**src/rtl/gol_cell_driver_if.sv**
```systemverilog
// Command/response port bundle between a host and gol_cell_driver.
// The host side (master) offers commands and consumes responses; the
// driver side (slave) accepts commands and produces responses.
interface gol_cell_driver_if #(
    parameter int GENS_W = 8
);
    logic              cmd_valid;
    logic              cmd_ready;
    logic              cmd_init_alive;
    logic [7:0]        cmd_neighbors;
    logic [GENS_W-1:0] cmd_gens;
    logic              rsp_valid;
    logic              rsp_ready;
    logic              rsp_alive;
    logic              rsp_error;
    logic [7:0]        rsp_history;

    modport master (
        output cmd_valid, cmd_init_alive, cmd_neighbors, cmd_gens, rsp_ready,
        input  cmd_ready, rsp_valid, rsp_alive, rsp_error, rsp_history
    );

    modport slave (
        input  cmd_valid, cmd_init_alive, cmd_neighbors, cmd_gens, rsp_ready,
        output cmd_ready, rsp_valid, rsp_alive, rsp_error, rsp_history
    );
endinterface

```
**src/rtl/gol_cell_driver.sv**
```systemverilog
// Host-side driver for a single Game-of-Life cell. Forces the cell to a
// commanded initial state, applies a neighbour pattern for a commanded
// number of generations, lets the cell settle under a state-preserving
// pattern, samples alive/notalive and returns the result over a
// valid/ready response port together with the per-generation history.
module gol_cell_driver #(
    parameter int GENS_W = 8,
    parameter int SETTLE = 2
) (
    input  logic                 clk,
    input  logic                 rst_n,
    gol_cell_driver_if.slave     bus,
    output logic [7:0]           cell_neighbors,
    output logic                 cell_set,
    output logic                 cell_reset,
    input  logic                 cell_alive,
    input  logic                 cell_notalive
);

    // Exactly two live neighbours: the cell keeps whatever state it has.
    localparam logic [7:0]        HOLD_PATTERN = 8'b0000_0011;
    localparam int                HOLD_W       = $clog2(SETTLE + 1);
    localparam logic [HOLD_W-1:0] SETTLE_LD    = HOLD_W'(SETTLE);
    localparam logic [HOLD_W-1:0] HOLD_LAST    = HOLD_W'(1);
    localparam logic [GENS_W-1:0] GENS_ZERO    = {GENS_W{1'b0}};
    localparam logic [GENS_W-1:0] GENS_ONE     = GENS_W'(1);

    typedef enum logic [2:0] {
        S_IDLE = 3'd0,
        S_INIT = 3'd1,
        S_STEP = 3'd2,
        S_HOLD = 3'd3,
        S_RESP = 3'd4
    } state_t;

    state_t              state_r,       state_s;
    logic [GENS_W-1:0]   gens_cnt_r,    gens_cnt_s;
    logic [HOLD_W-1:0]   hold_cnt_r,    hold_cnt_s;
    logic                init_alive_r,  init_alive_s;
    logic [7:0]          pattern_r,     pattern_s;
    logic                step_d_r,      step_d_s;
    logic [7:0]          history_r,     history_s;
    logic                cmd_ready_r,   cmd_ready_s;
    logic                rsp_valid_r,   rsp_valid_s;
    logic                rsp_alive_r,   rsp_alive_s;
    logic                rsp_error_r,   rsp_error_s;
    logic [7:0]          cell_nb_r,     cell_nb_s;
    logic                cell_set_r,    cell_set_s;
    logic                cell_reset_r,  cell_reset_s;

    // Next-state, counters, capture and next values of every registered output
    always_comb begin
        state_s      = state_r;
        gens_cnt_s   = gens_cnt_r;
        hold_cnt_s   = hold_cnt_r;
        init_alive_s = init_alive_r;
        pattern_s    = pattern_r;
        rsp_alive_s  = rsp_alive_r;
        rsp_error_s  = rsp_error_r;
        cell_nb_s    = HOLD_PATTERN;
        cell_set_s   = 1'b0;
        cell_reset_s = 1'b0;

        // The cell registers each generation one clock after the pattern is
        // driven, so history samples the cell one cycle behind STEP: every
        // shifted bit is the cell state produced by a completed generation.
        step_d_s = (state_r == S_STEP);
        if (step_d_r) begin
            history_s = {history_r[6:0], cell_alive};
        end else begin
            history_s = history_r;
        end

        case (state_r)
            S_IDLE: begin
                if (bus.cmd_valid && cmd_ready_r) begin
                    init_alive_s = bus.cmd_init_alive;
                    pattern_s    = bus.cmd_neighbors;
                    gens_cnt_s   = bus.cmd_gens;
                    history_s    = 8'h00;
                    state_s      = S_INIT;
                end else begin
                    state_s      = S_IDLE;
                end
            end
            S_INIT: begin
                if (gens_cnt_r != GENS_ZERO) begin
                    state_s    = S_STEP;
                end else begin
                    state_s    = S_HOLD;
                    hold_cnt_s = SETTLE_LD;
                end
            end
            S_STEP: begin
                if (gens_cnt_r == GENS_ONE) begin
                    state_s    = S_HOLD;
                    hold_cnt_s = SETTLE_LD;
                end else begin
                    gens_cnt_s = gens_cnt_r - GENS_ONE;
                end
            end
            S_HOLD: begin
                if (hold_cnt_r <= HOLD_LAST) begin
                    rsp_alive_s = cell_alive;
                    rsp_error_s = (cell_alive == cell_notalive);
                    state_s     = S_RESP;
                end else begin
                    hold_cnt_s  = hold_cnt_r - HOLD_LAST;
                end
            end
            S_RESP: begin
                if (rsp_valid_r && bus.rsp_ready) begin
                    state_s = S_IDLE;
                end else begin
                    state_s = S_RESP;
                end
            end
            default: begin
                state_s = S_IDLE;
            end
        endcase

        // Cell-facing outputs follow the state being entered so the cell
        // sees them for exactly the cycles the FSM spends in that state.
        case (state_s)
            S_INIT: begin
                cell_set_s   = init_alive_s;
                cell_reset_s = ~init_alive_s;
            end
            S_STEP: begin
                cell_nb_s    = pattern_s;
            end
            S_IDLE, S_HOLD, S_RESP: begin
                cell_nb_s    = HOLD_PATTERN;
            end
            default: begin
                cell_nb_s    = 8'h00;
                cell_reset_s = 1'b1;
            end
        endcase

        cmd_ready_s = (state_s == S_IDLE);
        // Valid rises one cycle after the capture and drops on the handshake.
        rsp_valid_s = (state_r == S_RESP) && (state_s == S_RESP);
    end

    // State register, command latch and registered outputs with synchronous reset
    always_ff @(posedge clk) begin
        if (!rst_n) begin
            state_r      <= S_IDLE;
            gens_cnt_r   <= GENS_ZERO;
            hold_cnt_r   <= {HOLD_W{1'b0}};
            init_alive_r <= 1'b0;
            pattern_r    <= 8'h00;
            step_d_r     <= 1'b0;
            history_r    <= 8'h00;
            cmd_ready_r  <= 1'b0;
            rsp_valid_r  <= 1'b0;
            rsp_alive_r  <= 1'b0;
            rsp_error_r  <= 1'b0;
            cell_nb_r    <= 8'h00;
            cell_set_r   <= 1'b0;
            cell_reset_r <= 1'b1;
        end else begin
            state_r      <= state_s;
            gens_cnt_r   <= gens_cnt_s;
            hold_cnt_r   <= hold_cnt_s;
            init_alive_r <= init_alive_s;
            pattern_r    <= pattern_s;
            step_d_r     <= step_d_s;
            history_r    <= history_s;
            cmd_ready_r  <= cmd_ready_s;
            rsp_valid_r  <= rsp_valid_s;
            rsp_alive_r  <= rsp_alive_s;
            rsp_error_r  <= rsp_error_s;
            cell_nb_r    <= cell_nb_s;
            cell_set_r   <= cell_set_s;
            cell_reset_r <= cell_reset_s;
        end
    end

    assign bus.cmd_ready   = cmd_ready_r;
    assign bus.rsp_valid   = rsp_valid_r;
    assign bus.rsp_alive   = rsp_alive_r;
    assign bus.rsp_error   = rsp_error_r;
    assign bus.rsp_history = history_r;
    assign cell_neighbors  = cell_nb_r;
    assign cell_set        = cell_set_r;
    assign cell_reset      = cell_reset_r;

endmodule

```
**src/flat_wrapper.sv**
```systemverilog
// flat-port wrapper written by rule: the top's interface ports become plain ports
module gol_cell_driver_flat 
#(
    parameter int GENS_W = 8,
    parameter int SETTLE = 2
)
  (clk, rst_n, cell_neighbors, cell_set, cell_reset, cell_alive, cell_notalive, bus_cmd_valid, bus_cmd_init_alive, bus_cmd_neighbors, bus_cmd_gens, bus_rsp_ready, bus_cmd_ready, bus_rsp_valid, bus_rsp_alive, bus_rsp_error, bus_rsp_history);
  gol_cell_driver_if #(.GENS_W(GENS_W)) bus_i ();
  input  logic clk;
  input  logic rst_n;
  output logic [7:0] cell_neighbors;
  output logic cell_set;
  output logic cell_reset;
  input  logic cell_alive;
  input  logic cell_notalive;
  input wire logic [$bits(bus_i.cmd_valid)-1:0] bus_cmd_valid;
  input wire logic [$bits(bus_i.cmd_init_alive)-1:0] bus_cmd_init_alive;
  input wire logic [$bits(bus_i.cmd_neighbors)-1:0] bus_cmd_neighbors;
  input wire logic [$bits(bus_i.cmd_gens)-1:0] bus_cmd_gens;
  input wire logic [$bits(bus_i.rsp_ready)-1:0] bus_rsp_ready;
  output wire logic [$bits(bus_i.cmd_ready)-1:0] bus_cmd_ready;
  output wire logic [$bits(bus_i.rsp_valid)-1:0] bus_rsp_valid;
  output wire logic [$bits(bus_i.rsp_alive)-1:0] bus_rsp_alive;
  output wire logic [$bits(bus_i.rsp_error)-1:0] bus_rsp_error;
  output wire logic [$bits(bus_i.rsp_history)-1:0] bus_rsp_history;
  assign bus_i.cmd_valid = bus_cmd_valid;
  assign bus_i.cmd_init_alive = bus_cmd_init_alive;
  assign bus_i.cmd_neighbors = bus_cmd_neighbors;
  assign bus_i.cmd_gens = bus_cmd_gens;
  assign bus_i.rsp_ready = bus_rsp_ready;
  assign bus_cmd_ready = bus_i.cmd_ready;
  assign bus_rsp_valid = bus_i.rsp_valid;
  assign bus_rsp_alive = bus_i.rsp_alive;
  assign bus_rsp_error = bus_i.rsp_error;
  assign bus_rsp_history = bus_i.rsp_history;
  gol_cell_driver #(.GENS_W(GENS_W), .SETTLE(SETTLE)) u_core (.clk(clk), .rst_n(rst_n), .bus(bus_i), .cell_neighbors(cell_neighbors), .cell_set(cell_set), .cell_reset(cell_reset), .cell_alive(cell_alive), .cell_notalive(cell_notalive));
endmodule
```
**config.mk**
```make
export PLATFORM = sky130hd
export DESIGN_NAME = gol_cell_driver_flat
export DESIGN_NICKNAME = d
export VERILOG_FILES = /design/src/rtl/gol_cell_driver_if.sv /design/src/rtl/gol_cell_driver.sv /design/src/flat_wrapper.sv
export SDC_FILE = /design/constraint.sdc
export NUM_CORES = 1
export LEC_CHECK = 0
export CORE_ASPECT_RATIO = 0.8
export CORE_MARGIN = 5
export CORE_UTILIZATION = 49
export CTS_CLUSTER_DIAMETER = 100
export CTS_CLUSTER_SIZE = 28
export DETAILED_ROUTE_END_ITERATION = 10
export HOLD_SLACK_MARGIN = 0.15
export MAX_ROUTING_LAYER = met4
export PLACE_DENSITY = 0.89
export SYNTH_ARGS = -nofsm -noshare
export SYNTH_HDL_FRONTEND = slang
export SYNTH_SLANG_ARGS = --single-unit
```
**constraint.sdc**
```tcl
create_clock -name clk -period 2.3 [get_ports clk]
set_input_delay 0.46 -clock clk [delete_from_list [all_inputs] [get_ports clk]]
set_output_delay 0.46 -clock clk [all_outputs]
set_load 0.05 [all_outputs]
```
==> out/results.ini, run 1 <==
[die]
io_pins = 45
die_y_um = 67.14
die_x_um = 81.42
start_util = 0.5155
num_rows = 20
core_area_um2 = 3879
design.die.area_um2 = 5466

[place]
place_ws_ns = 0.3917
dp_hpwl_um = 3216
port_buffers = 44
globalplace.congestion = 0.9060

[routing]
viasPerCell = 5.497
drc = 0
drt-wirelength-per-cell_um = 14.87
first_iter_violations = 128
num_vias = 1627
drt-total-wl_um = 4402
dr.pass1.iters = 4
antenna_left = 0

[synthesis]
syn_inst = 197
synth_edf_count = 0
ys_seq_area_frac = 0.4406
syn_area_um2 = 1999
ys_ff_latch = 44
synth_area_per_cell_um2 = 10.15
yosys_warnings = 0
synth_ff_type = dfxtp_1
synth_fp_nets = 224
ys_async_sr_fraction = 0
ys_types = 53

[global_route]
use_met2 = 0.2541
antenna_found_initial = 0
busiest_layer = met2
met1_usage = 0.2282
use_met3 = 0.03467
grt_usage = 0.1664
grt_pass1_vias = 1500
grt_pass1_wl_um = 6941
grt_start_max_net_pins = 18
grt_overflow = 0

[sta]
slew_headroom = 0.6259
tightestPinTransition_ns = 0.5588
fin_skew_ns = 0.003857
final_hold_viol_count = 0
worst_slack_ns = 0.3531
setup_viol = 0
max_freq_ghz = 0.5136
fin_crit_sh = 0.8465
min_period_ns = 1.947
tns_ns = 0
maxSlewViolCount = 0
grt_setup_unrepaired = false

[worst_setup_path]
reg2reg_from = u_core.state_r[1]$_SDFF_PN0_
reg2reg_slack_ns = 0.35
rr_worst_depth = 4
crit_required_ns = 2.50
criticalPathCategory = flop to flop
worst_setup_path_start_kind = flop
worst_ep_arrival_time_ns = 2.15
crit_path_max_fanout = 15
crit_path_end_kind = flop
rr_endpoint = u_core.gens_cnt_r[0]$_SDFFE_PN0P_
cp-startpoint = u_core.state_r[1]$_SDFF_PN0_
crit_path_end = u_core.gens_cnt_r[0]$_SDFFE_PN0P_

[clock_network]
post_cts_buffers = 0
cts-root-buf = clkbuf_8
post_cts_resized = 0
cts_max_path_buffers = 2
htreeDepth = 2
worst_skew_pair.late_latency_ns = 0.28
cts_hold_buf = 0
cts_tree = built
clkSlewWorstSetupHoldPaths_ns = 0.08
cts.sinks = 44
numCtsBuffers = 5

[power_and_ir_drop]
powerDensity_nw_per_um2 = 898.3
p_leak_nw = 0.9175
vdd_ir_drop_max_v = 0.0005101

[worst_hold_path]
min_path_type = flop to flop
hold_depth = 2

[outcome]
status = completed

[finish]
antenna-diode-count = 0
layout-drive-gt1-share = 0.1120
final_cell_mix = clkdlybuf4s50_1, dfxtp_1, nor2_1, mux2i_1, nand2_1
syn2layout_area_growth_pct = 28.72
layout.nets = 267

[run]
max_cap_violations = 0

[power breakdown]
part | leakage (nW) | internal, W | switching (W) | total [W]
clock network | 0.0552 | 0.000322 | 0.000239 | 0.000561
logic | 0.505 | 0.000355 | 0.000448 | 0.000804
registers | 0.358 | 0.000848 | 0.0000993 | 0.000947
total | 0.917 | 0.00152 | 0.000787 | 0.00231
[how the worst min path moves through the flow]
stage                                             end                              start  slack [ns]
floorplan              u_core.pattern_r[0]$_SDFF_PN0_     u_core.pattern_r[0]$_SDFF_PN0_        0.46
global placement       u_core.pattern_r[1]$_SDFF_PN0_     u_core.pattern_r[1]$_SDFF_PN0_        0.47
detailed placement  u_core.bus.rsp_error$_SDFFE_PN0P_  u_core.bus.rsp_error$_SDFFE_PN0P_        0.48
CTS                 u_core.bus.rsp_error$_SDFFE_PN0P_  u_core.bus.rsp_error$_SDFFE_PN0P_        0.50
global route        u_core.bus.rsp_alive$_SDFFE_PN0P_  u_core.bus.rsp_alive$_SDFFE_PN0P_        0.53
finish              u_core.bus.rsp_error$_SDFFE_PN0P_  u_core.bus.rsp_error$_SDFFE_PN0P_        0.49
[worst max-delay path, stage by stage (launching register included)]
cell,delay (ns)
dfxtp_1,0.53
or3b_1,0.63
a21oi_4,0.28
o22ai_1,0.13
a221oi_2,0.29
[layer usage]
layer  vias to the layer above  share of wire
met4                         0         0.0055
met2                        76           0.45
met1                       745           0.46
met5                         -              0
li1                        801              -
met3                         5          0.083
[registers in the layout (all words and copies together) (netlist names)]
name	flops
u_core.bus.cmd_ready	1
u_core.gens_cnt_r	8
u_core.hold_cnt_r	2
u_core.bus.rsp_error	1
u_core.bus.rsp_history	8
u_core.state_r	3
u_core.cell_neighbors	8
u_core.cell_set	1
u_core.bus.rsp_valid	1
u_core.step_d_r	1
u_core.cell_reset	1
u_core.bus.rsp_alive	1
u_core.pattern_r	8
[kinds of logic (layout without fill, tap and decap cells)]
| logic type | Yosys count | in the layout | share of synthesized area |
|---|---|---|---|
| flops | 44 | 44 | 0.4405 |
| xor+xnor | 1 | 1 | 0.004381 |
| mux | 18 | 18 | 0.09011 |
| compound gates | 38 | 38 | 0.1546 |
| simple gates | 75 | 75 | 0.2353 |
| fa+ha+maj | 4 | 4 | 0.02503 |
| buf+inv | 17 | 61 | 0.05005 |
[final cells by class]
| cell class | count | area (um2) |
|---|---|---|
| fill | 310 | 1305 |
| timing repair buffer | 47 | 475.5 |
| clock inverter | 2 | 35.03 |
| multi-input combinational | 136 | 1018 |
| tap | 55 | 68.82 |
| inverter | 6 | 22.52 |
| clock buffer | 6 | 72.57 |
| sequential | 44 | 880.8 |
[synthesized netlist by cell type (all sizes together) (4+ instances only)]
library cell  count  share of area
mux2i            18          0.090
nor3              5          0.013
clkbuf            5          0.010
nand2            11          0.021
dfxtp            44           0.44
nor2             28          0.053
ha                4          0.025
nor3b             9          0.054
inv               6          0.011
a21oi            11          0.033
buf               6          0.029
[per-stage QoR]
step | hold WS, ns | cell area [um2] | cells | power [W] | utilization
after floorplan | 0.4564 | 1999 | 197 | 0.001568 | -
after global placement | 0.4702 | 2466 | 288 | 0.001741 | 0.6358
after detailed placement | 0.4778 | 2466 | 288 | 0.001756 | 0.6358
after CTS | 0.4987 | 2574 | 296 | 0.002325 | 0.6635
after global routing | 0.5285 | 2574 | 296 | 0.002442 | 0.6635
final | 0.4928 | 2574 | 296 | 0.002312 | 0.6635
No activity file was read; power rests on OpenSTA's default activity.
==> inputs of run 2 (changes only) <==
- clock period: 2.3 -> 2 ns (I/O delays scaled with it)
==> out/results.ini, run 2 (synthesis gave the netlist of run 1 again) <==
[outcome]
status = completed

[die]
start_util = 0.5155  ; unchanged
core_area_um2 = 3879  ; unchanged
design.die.area_um2 = 5466  ; unchanged
num_rows = 20  ; unchanged
io_pins = 45  ; unchanged
die_x_um = 81.42  ; unchanged
die_y_um = 67.14  ; unchanged

[clock_network]
numCtsBuffers = 5  ; unchanged
post_cts_resized = 0  ; unchanged
cts.sinks = 44  ; unchanged
worst_skew_pair.late_latency_ns = 0.30  ; +0.02 ns
htreeDepth = 2  ; unchanged
cts_tree = built
cts_max_path_buffers = 2  ; unchanged
cts-root-buf = clkbuf_8
clkSlewWorstSetupHoldPaths_ns = 0.07  ; about the same
cts_hold_buf = 0  ; unchanged

[sta]
max_freq_ghz = 0.5318
grt_setup_unrepaired = false
final_hold_viol_count = 0  ; unchanged
fin_crit_sh = 0.9402
setup_viol = 0  ; unchanged
min_period_ns = 1.880
slew_headroom = 0.6404  ; +0.01455
fin_skew_ns = 0.009508  ; +0.005651 ns
tns_ns = 0  ; unchanged
maxSlewViolCount = 0  ; unchanged
tightestPinTransition_ns = 0.5377  ; -0.02107 ns

[routing]
drc = 0  ; unchanged
viasPerCell = 5.404  ; -1.7%
met3_length_um = 277  ; -25%
num_vias = 1632  ; +0.31%
drt-total-wl_um = 4483  ; +1.8%
wl_met2_um = 2096  ; +6.4%
dr.max_layer_used = met4
dr.pass1.iters = 4  ; unchanged
antenna_left = 0  ; unchanged
drt-wirelength-per-cell_um = 14.84  ; -0.18%
first_iter_violations = 82  ; -36%
drt-met1-wl_um = 2069  ; +1.5%

[worst_setup_path]
cp-startpoint = u_core.bus.rsp_history[1]$_SDFF_PN0_
reg2reg_slack_ns = 0.13  ; -0.22 ns
critical_path_buf_inv_count = 1  ; +1
worst_path_largest_cell_delay_ns = 0.82  ; +0.19 ns
worst_setup_path_start_kind = flop
crit_path_end = bus_rsp_history[1]
rr_endpoint = u_core.gens_cnt_r[3]$_SDFFE_PN0P_
crit_path_end_kind = primary output
crit_required_ns = 1.60  ; -0.90 ns
rr_worst_depth = 6  ; +2
reg2reg_from = u_core.gens_cnt_r[1]$_SDFFE_PN0P_
crit_path_max_fanout = 3  ; -12
path_depth = 1  ; -3
path_cells = clkdlybuf4s50_1
path_delay_family = buffers and inverters
cp_slowest_cell = clkdlybuf4s50_1
worst_ep_arrival_time_ns = 1.48  ; -0.67 ns
criticalPathCategory = flop to primary output

[place]
port_buffers = 44  ; unchanged
dp_hpwl_um = 3368  ; +4.7%
globalplace.congestion = 0.8922  ; -1.5%

[finish]
final_cell_mix = clkdlybuf4s50_1, dfxtp_1, nor2_1, mux2i_1, nand2_1
syn2layout_area_growth_pct = 31.91
layout-drive-gt1-share = 0.1377  ; +0.02562
layout.nets = 273  ; +2.2%
final_util = 0.6800  ; +0.01645
antenna-diode-count = 0  ; unchanged

[worst_hold_path]
min_path_type = flop to flop

[global_route]
grt_pass1_wl_um = 7293  ; +5.1%
grt_start_max_net_pins = 18  ; unchanged
grt_pass1_vias = 1573  ; +4.9%
grt_usage = 0.1798  ; +0.01343
antenna_found_initial = 0  ; unchanged
grt_overflow = 0  ; unchanged

[run]
max_cap_violations = 0  ; unchanged

[power_and_ir_drop]
powerDensity_nw_per_um2 = 1049  ; +17%
p_leak_nw = 0.9572  ; +4.3%
vdd_ir_drop_max_v = 0.0005559  ; +9.0%

-- run 2: cell type report --
cell class,instances,area [um2]
multi-input cells,136,1018
well taps,55,68.82
repair buffers,53,520.5
inverters,6,22.52
fillers,317,1241
clock inverters,1,30.03
flip-flops and latches,44,880.8
clock buffers,7,96.34
-- run 2: worst min-delay path by stage --
| stage | startpoint | end | cells after the start |
|---|---|---|---|
| floorplan | u_core.pattern_r[0]$_SDFF_PN0_ | u_core.pattern_r[0]$_SDFF_PN0_ | 2 |
| global placement | u_core.pattern_r[1]$_SDFF_PN0_ | u_core.pattern_r[1]$_SDFF_PN0_ | 2 |
| detailed placement | u_core.pattern_r[1]$_SDFF_PN0_ | u_core.pattern_r[1]$_SDFF_PN0_ | 2 |
| CTS | u_core.pattern_r[1]$_SDFF_PN0_ | u_core.pattern_r[1]$_SDFF_PN0_ | 2 |
| global route | u_core.bus.rsp_error$_SDFFE_PN0P_ | u_core.bus.rsp_error$_SDFFE_PN0P_ | 2 |
| finish | u_core.bus.rsp_error$_SDFFE_PN0P_ | u_core.bus.rsp_error$_SDFFE_PN0P_ | 2 |
-- run 2: stage by stage --
stage | power [W] | cells | setup slack (ns) | hold slack (ns) | cell area (um2)
finish | 0.002766 | 302 | 0.1195 | 0.4993 | 2638
global route | 0.002924 | 302 | 0.01069 | 0.5349 | 2638
CTS | 0.002772 | 301 | 0.02991 | 0.5020 | 2630
detailed placement | 0.002042 | 293 | 0.06472 | 0.4827 | 2504
global placement | 0.002019 | 293 | 0.1470 | 0.4704 | 2504
floorplan | 0.001804 | 197 | 0.2161 | 0.4564 | 1999
-- run 2: metal layers --
metal | global-route usage | vias to the layer above
met3 | 0.04533 | 5
met2 | 0.2846 | 53
met5 | - | -
li1 | - | 809
met4 | 0.04008 | 0
met1 | 0.2323 | 765
-- run 2: timing repair --
item / in CTS / in global routing
endpoints found under the setup margin: 0 / 8
setup buffers: 0 / 1
hold endpoints to repair: 0 / 0
-- run 2: worst register-to-register path, cell delays in order, from the launching register on --
cell and delay [ns]:
dfxtp_1 0.34, inv_1 0.10, ha_1 0.17, nor3b_2 0.38, a21o_1 0.28, nand2_1 0.19
a32o_1 0.31
-- run 2: power breakdown --
group	total [W]	switching (W)	internal [W]
registers	0.00108	0.000104	0.000975
logic	0.000963	0.000527	0.000436
clock network	0.000724	0.000284	0.000440
==> edit 1, RTL diff (settings of run 1) <==
Encoding of `state_t`: now Gray code (3 bits for 5 states).
--- a/src/rtl/gol_cell_driver.sv
+++ b/src/rtl/gol_cell_driver.sv
@@ -26,11 +26,11 @@
     localparam logic [GENS_W-1:0] GENS_ONE     = GENS_W'(1);
 
     typedef enum logic [2:0] {
-        S_IDLE = 3'd0,
-        S_INIT = 3'd1,
-        S_STEP = 3'd2,
-        S_HOLD = 3'd3,
-        S_RESP = 3'd4
+        S_IDLE = 3'b000,
+        S_INIT = 3'b001,
+        S_STEP = 3'b011,
+        S_HOLD = 3'b010,
+        S_RESP = 3'b110
     } state_t;
 
     state_t              state_r,       state_s;
Check against the original RTL: no difference found for any inputs over 10 cycles, from zero or initial values and one cycle with rst_n low; not proved beyond that.
==> edit 1 against run 1 <==
Via count increased by 0.18%; sequential cell count increased by 1; maximum frequency decreased by 1.8%; wire length decreased by 1.8%; critical endpoint is now bus_rsp_history[5]; design area decreased by 0.87%; setup slack got worse by 0.035 ns; area after synthesis decreased by 1.8%; utilization increased by 0.28 points.
Power is not compared: it rests on default switching activity, and its combinational part moved more than twofold at a synthesized area within 25%.
==> edit 1: results (changes against run 1) <==
** Timing
- Slew margin rel. :: 0.537 (-0.0884)
- The final worst clock skew came to 0.00687 ns (+0.00301 ns).

** Place
- Routability Congestion :: 0.887 (-2.1%)
- DP Area :: 2440 sq um (-1.1%)
- The post-DP HPWL came to 3260 um (+1.3%).

** Clocking
- Clock latency at the later pin of the worst-skew pair :: 0.30 ns (+0.02 ns)
- The register clock-pin slew on the reported worst setup and hold paths was 0.08 ns (about the same).
- Setup Buffers After CTS :: 0 (unchanged)

** Yosys
- Ranked by instance count, the synthesized netlist is headed by sky130_fd_sc_hd__dfxtp_1, sky130_fd_sc_hd__nor2_1, sky130_fd_sc_hd__mux2i_1, sky130_fd_sc_hd__a21oi_1, sky130_fd_sc_hd__nand2_1.
- Distinct cell type count after synthesis :: 48 (-9.4%)
- The sequential area share after synthesis came to 0.459 (+0.0180).
- The net count after synthesis came to 233 (+4.0%).
- Cell types with the largest area share after synthesis :: sky130_fd_sc_hd__dfxtp_1, sky130_fd_sc_hd__mux2i_1, sky130_fd_sc_hd__nor2_1

** GRT
- The global-route met2 utilization was 0.269 (+0.0145).
- Pin count of the biggest net entering global routing :: 16 (-2)
- Overall fraction of global-route tracks in use :: 0.180 (+0.0132)
- The met3 routing resource usage after global routing was 0.0622 (+0.0275).
- Met1 capacity usage during global routing :: 0.216 (-0.0124)
- The number of global-route vias before repair is 1526 (+1.7%).
- The first-pass GRT wire length is 7090 um (+2.2%).

** Worst setup path
- The largest fanout of any net on the critical path came to 3 (-12).
- Slowest cell on crit path :: sky130_fd_sc_hd__clkdlybuf4s50_1
- The delay of the slowest critical-path stage came to 0.84 ns (+0.21 ns).
- The data arrival time of the critical path was 1.52 ns (-0.63 ns).

** Detailed routing
- Vias after detailed routing :: 1630 (+0.18%)
- The average wire per cell in the routed design was 14.2 um (-4.7%).
- Detailed router's first-iteration violation count :: 141 (+10%)

** Finish
- The layout net count came to 276 (+3.4%).
- FILL cells :: 313 (+0.97%)
- Fraction of layout cells with a size suffix above 1 :: 0.104 (-0.00803)

** Status
- Run status :: complete, no violations
## edit 1: cells by family after synthesis
group                    Yosys count  synth area share
AND/OR/NAND/NOR                   79             0.211
flip-flops                        45             0.459
AO/OA/AOI/OAI                     36             0.143
multiplexers                      21             0.108
buffers and inverters             20            0.0497
adder cells (fa/ha/maj)            4            0.0255
XOR/XNOR                           1           0.00446
## edit 1: layer usage
layer	vias up	share of wire
met5	-	0
li1	808	-
met2	48	0.46
met4	0	0.018
met1	768	0.45
met3	6	0.062
## edit 1: final cells by class
cell class,instances,area [sq um],area share
Multi-Input combinational cell,141,966,0.379
Tap cell,55,68.8,0.0270
Clock inverter,2,38.8,0.0152
Inverter,7,26.3,0.0103
Clock buffer,6,72.6,0.0284
Sequential cell,45,901,0.353
Timing Repair Buffer,49,478,0.187
## edit 1: worst paths after layout
| path | end | cells after the start | slack, ns | from |
|---|---|---|---|---|
| max | bus_rsp_history[5] | 1 | 0.32 | u_core.bus.rsp_history[5] |
| max reg2reg | u_core.cell_neighbors[5] | 5 | 0.52 | u_core.gens_cnt_r[0] |
| min | u_core.pattern_r[7] | 2 | 0.50 | u_core.pattern_r[7] |
| min reg2reg | u_core.pattern_r[7] | 2 | 0.50 | u_core.pattern_r[7] |
## edit 1: power by group through the flow
stage	combinational [mW]	clock, mW	sequential (mW)
floorplan	0.198	0	0.907
global placement	0.333	0	0.873
detailed placement	0.341	0	0.875
CTS	0.342	0.610	0.856
global route	0.371	0.646	0.863
finish	0.344	0.594	0.858
==> edit 2, RTL diff (settings of run 1) <==
Made on the original files. `SETTLE` is set to 2 in 2 places; all go to 1.
--- a/src/rtl/gol_cell_driver.sv
+++ b/src/rtl/gol_cell_driver.sv
@@ -5,7 +5,7 @@
 // valid/ready response port together with the per-generation history.
 module gol_cell_driver #(
     parameter int GENS_W = 8,
-    parameter int SETTLE = 2
+    parameter int SETTLE = 1
 ) (
     input  logic                 clk,
     input  logic                 rst_n,
--- a/src/flat_wrapper.sv
+++ b/src/flat_wrapper.sv
@@ -2,7 +2,7 @@
 module gol_cell_driver_flat 
 #(
     parameter int GENS_W = 8,
-    parameter int SETTLE = 2
+    parameter int SETTLE = 1
 )
   (clk, rst_n, cell_neighbors, cell_set, cell_reset, cell_alive, cell_notalive, bus_cmd_valid, bus_cmd_init_alive, bus_cmd_neighbors, bus_cmd_gens, bus_rsp_ready, bus_cmd_ready, bus_rsp_valid, bus_rsp_alive, bus_rsp_error, bus_rsp_history);
   gol_cell_driver_if #(.GENS_W(GENS_W)) bus_i ();
Check against the original RTL: not equivalent (a bounded check fails within 10 cycles, from zero or initial values and one cycle with rst_n low).
==> edit 2 against run 1 <==
Synthesized cell count shrank 6.6%; highest routed layer unchanged; setup slack worse by 0.015 ns; maximum frequency decreased by 0.74%; clock power shrank 12%; area after synthesis fell by 10%; total power down 14%; critical endpoint is now bus_cmd_ready; largest power group unchanged; first-iteration DRC count down 23%; wire length down 10%; design area shrank 8.6%; sequential power decreased by 6.3%; final cell count decreased by 8.1%; sequential cell count is 1 lower; utilization is 1.5 points higher.
==> edit 2: results (changes against run 1) <==
** Status
- The flow ran to the end, and the final reports show no timing, DRC or antenna violations.

** GRT
- Pin count of the biggest net entering global routing :: 16 (-2)
- The number of global-route vias before repair came to 1438 (-4.1%).
- The first-pass GRT wire length was 6520 um (-6.1%).
- The number of antenna violations at the first check in global routing came to 0 (unchanged).
- The all-layer global routing usage came to 0.166 (about the same).

** Timing
- The relative max-transition margin was 0.621 (-0.00441).
- Worst Hold Slack :: 0.485 ns (-0.00737 ns)
- The final worst clock skew is 0.00447 ns (+0.000612 ns).

** Finish
- FILL cells :: 284 (-8.4%)
- The proportion of layout cells with a drive suffix above 1 was 0.0739 (-0.0381).
- Antenna diode instance count :: 0 (unchanged)
- The layout net count is 255 (-4.5%).

** Detailed routing
- The via density per instance was 5.54 (+0.73%).
- The average wire per cell in the routed design was 14.5 um (-2.2%).
- The total length of routed wires is 3960 um (-10%).
- The DRC marker count from the first detailed-route iteration is 99 (-23%).
- The first-pass detailed-route iteration total came to 4 (unchanged).

** Yosys
- Multiplexer fraction of the synthesized cell area :: 0.100 (+0.0104)
- The xor/xnor share of the synthesized area was 0.00977 (+0.00539).
- Leading cell types by count after synthesis :: sky130_fd_sc_hd__dfxtp_1, sky130_fd_sc_hd__nor2_1, sky130_fd_sc_hd__mux2i_1, sky130_fd_sc_hd__nor3_1, sky130_fd_sc_hd__a21oi_1
- The post-synthesis share of cell area spent on full adders, half adders and majority gates is 0.0209 (-0.00410).
- The area fraction in compound gates after synthesis came to 0.140 (-0.0150).
- Fraction of the yosys area taken by sequential cells :: 0.480 (+0.0396)
- Gate count of the mapped netlist :: 184 (-6.6%)
- Area share of the largest cell type after synthesis :: 0.480 (+0.0396)
- Total nets after synthesis :: 210 (-6.3%)
- Distinct cell type count after synthesis :: 44 (-17%)
- Cell types with the largest area share after synthesis :: sky130_fd_sc_hd__dfxtp_1, sky130_fd_sc_hd__mux2i_1, sky130_fd_sc_hd__nor2_1

** Place
- The total placed instance area is 2260 sq um (-8.4%).
- The post-DP HPWL is 2900 um (-9.9%).
- Routability Congestion :: 0.809 (-11%)

** Hold path
- Launch instance of the worst min-delay path :: u_core.pattern_r[1]
- Hold Path Stages :: 1 (-1)
- For hold timing, the worst endpoint is u_core.cell_neighbors[1].

** Worst setup path
- The data arrival time of the critical path came to 1.50 ns (-0.65 ns).
- Number of cell instances on the worst register-to-register path :: 3 (-1)
- In this run the critical register-to-register path is launched from u_core.state_r[1].
- The largest individual stage delay along the critical path comes from the cell sky130_fd_sc_hd__clkdlybuf4s50_1.
- Broken down by cell family, the worst path's largest delay share belongs to buffers and inverters.
- Worst flop-to-flop path endpoint :: u_core.gens_cnt_r[0]
- The largest fanout of any net on the critical path came to 3 (-12).
- Slack of the worst reg-to-reg path :: 0.46 ns (+0.11 ns)
- Crit path largest cell delay :: 0.83 ns (+0.20 ns)

** Power and ir drop
- Total leakage power :: 0.866 nW (-5.6%)
- The maximum ir drop on the vdd rail came to 0.000537 V (+5.3%).
- The power density over cell area came to 840 nW/um^2 (-6.5%).

** Clocking
- The post-cts sizing count is 0 (unchanged).
==> edit 2: cell count changes after synthesis, sizes merged, moves of 3 or more <==
cell / change
nand2: -10
nor3: +7
nor3b: -6
o31ai: +5
nor2: +4
o311ai: +4
a21oi: -3
a31oi: +3
o22ai: -3
==> edit 2: area by class of cell <==
type / instances / share of cell area
multi-input cells: 124 / 0.357
inverters: 5 / 0.00797
well taps: 42 / 0.0223
flip-flops and latches: 43 / 0.366
clock buffers: 7 / 0.0367
repair buffers: 50 / 0.206
clock inverters: 1 / 0.00372
==> edit 2: worst max-delay path by stage <==
stage / from / to / slack [ns] / cells after the start
2_1_floorplan: u_core.bus.cmd_ready / u_core.gens_cnt_r[0] / 0.51 / 5
3_3_place_gp: bus_cmd_valid / u_core.gens_cnt_r[0] / 0.20 / 5
3_5_place_dp: bus_cmd_valid / u_core.gens_cnt_r[0] / 0.19 / 5
4_1_cts: u_core.bus.cmd_ready / bus_cmd_ready / 0.32 / 1
5_1_grt: u_core.bus.cmd_ready / bus_cmd_ready / 0.29 / 1
6_report: u_core.bus.cmd_ready / bus_cmd_ready / 0.34 / 1
==> edit 2: where the power goes <==
group	internal (mW)	switching (mW)
combinational	0.248	0.346
clock	0.246	0.250
sequential	0.819	0.0680
==> edit 2: routing by layer <==
metal | vias up | part of all wire | track usage
met5 | - | 0 | -
met4 | 0 | 0.015 | 0.0665
met3 | 7 | 0.067 | 0.0534
met2 | 34 | 0.45 | 0.250
met1 | 715 | 0.47 | 0.207
li1 | 750 | - | -
==> edit 2: per-stage QoR <==
step | setup WS (ns) | power, mW
floorplan | 0.506 | 1.32
global placement | 0.205 | 1.48
detailed placement | 0.194 | 1.49
CTS | 0.324 | 1.98
global route | 0.294 | 2.08
finish | 0.339 | 1.98
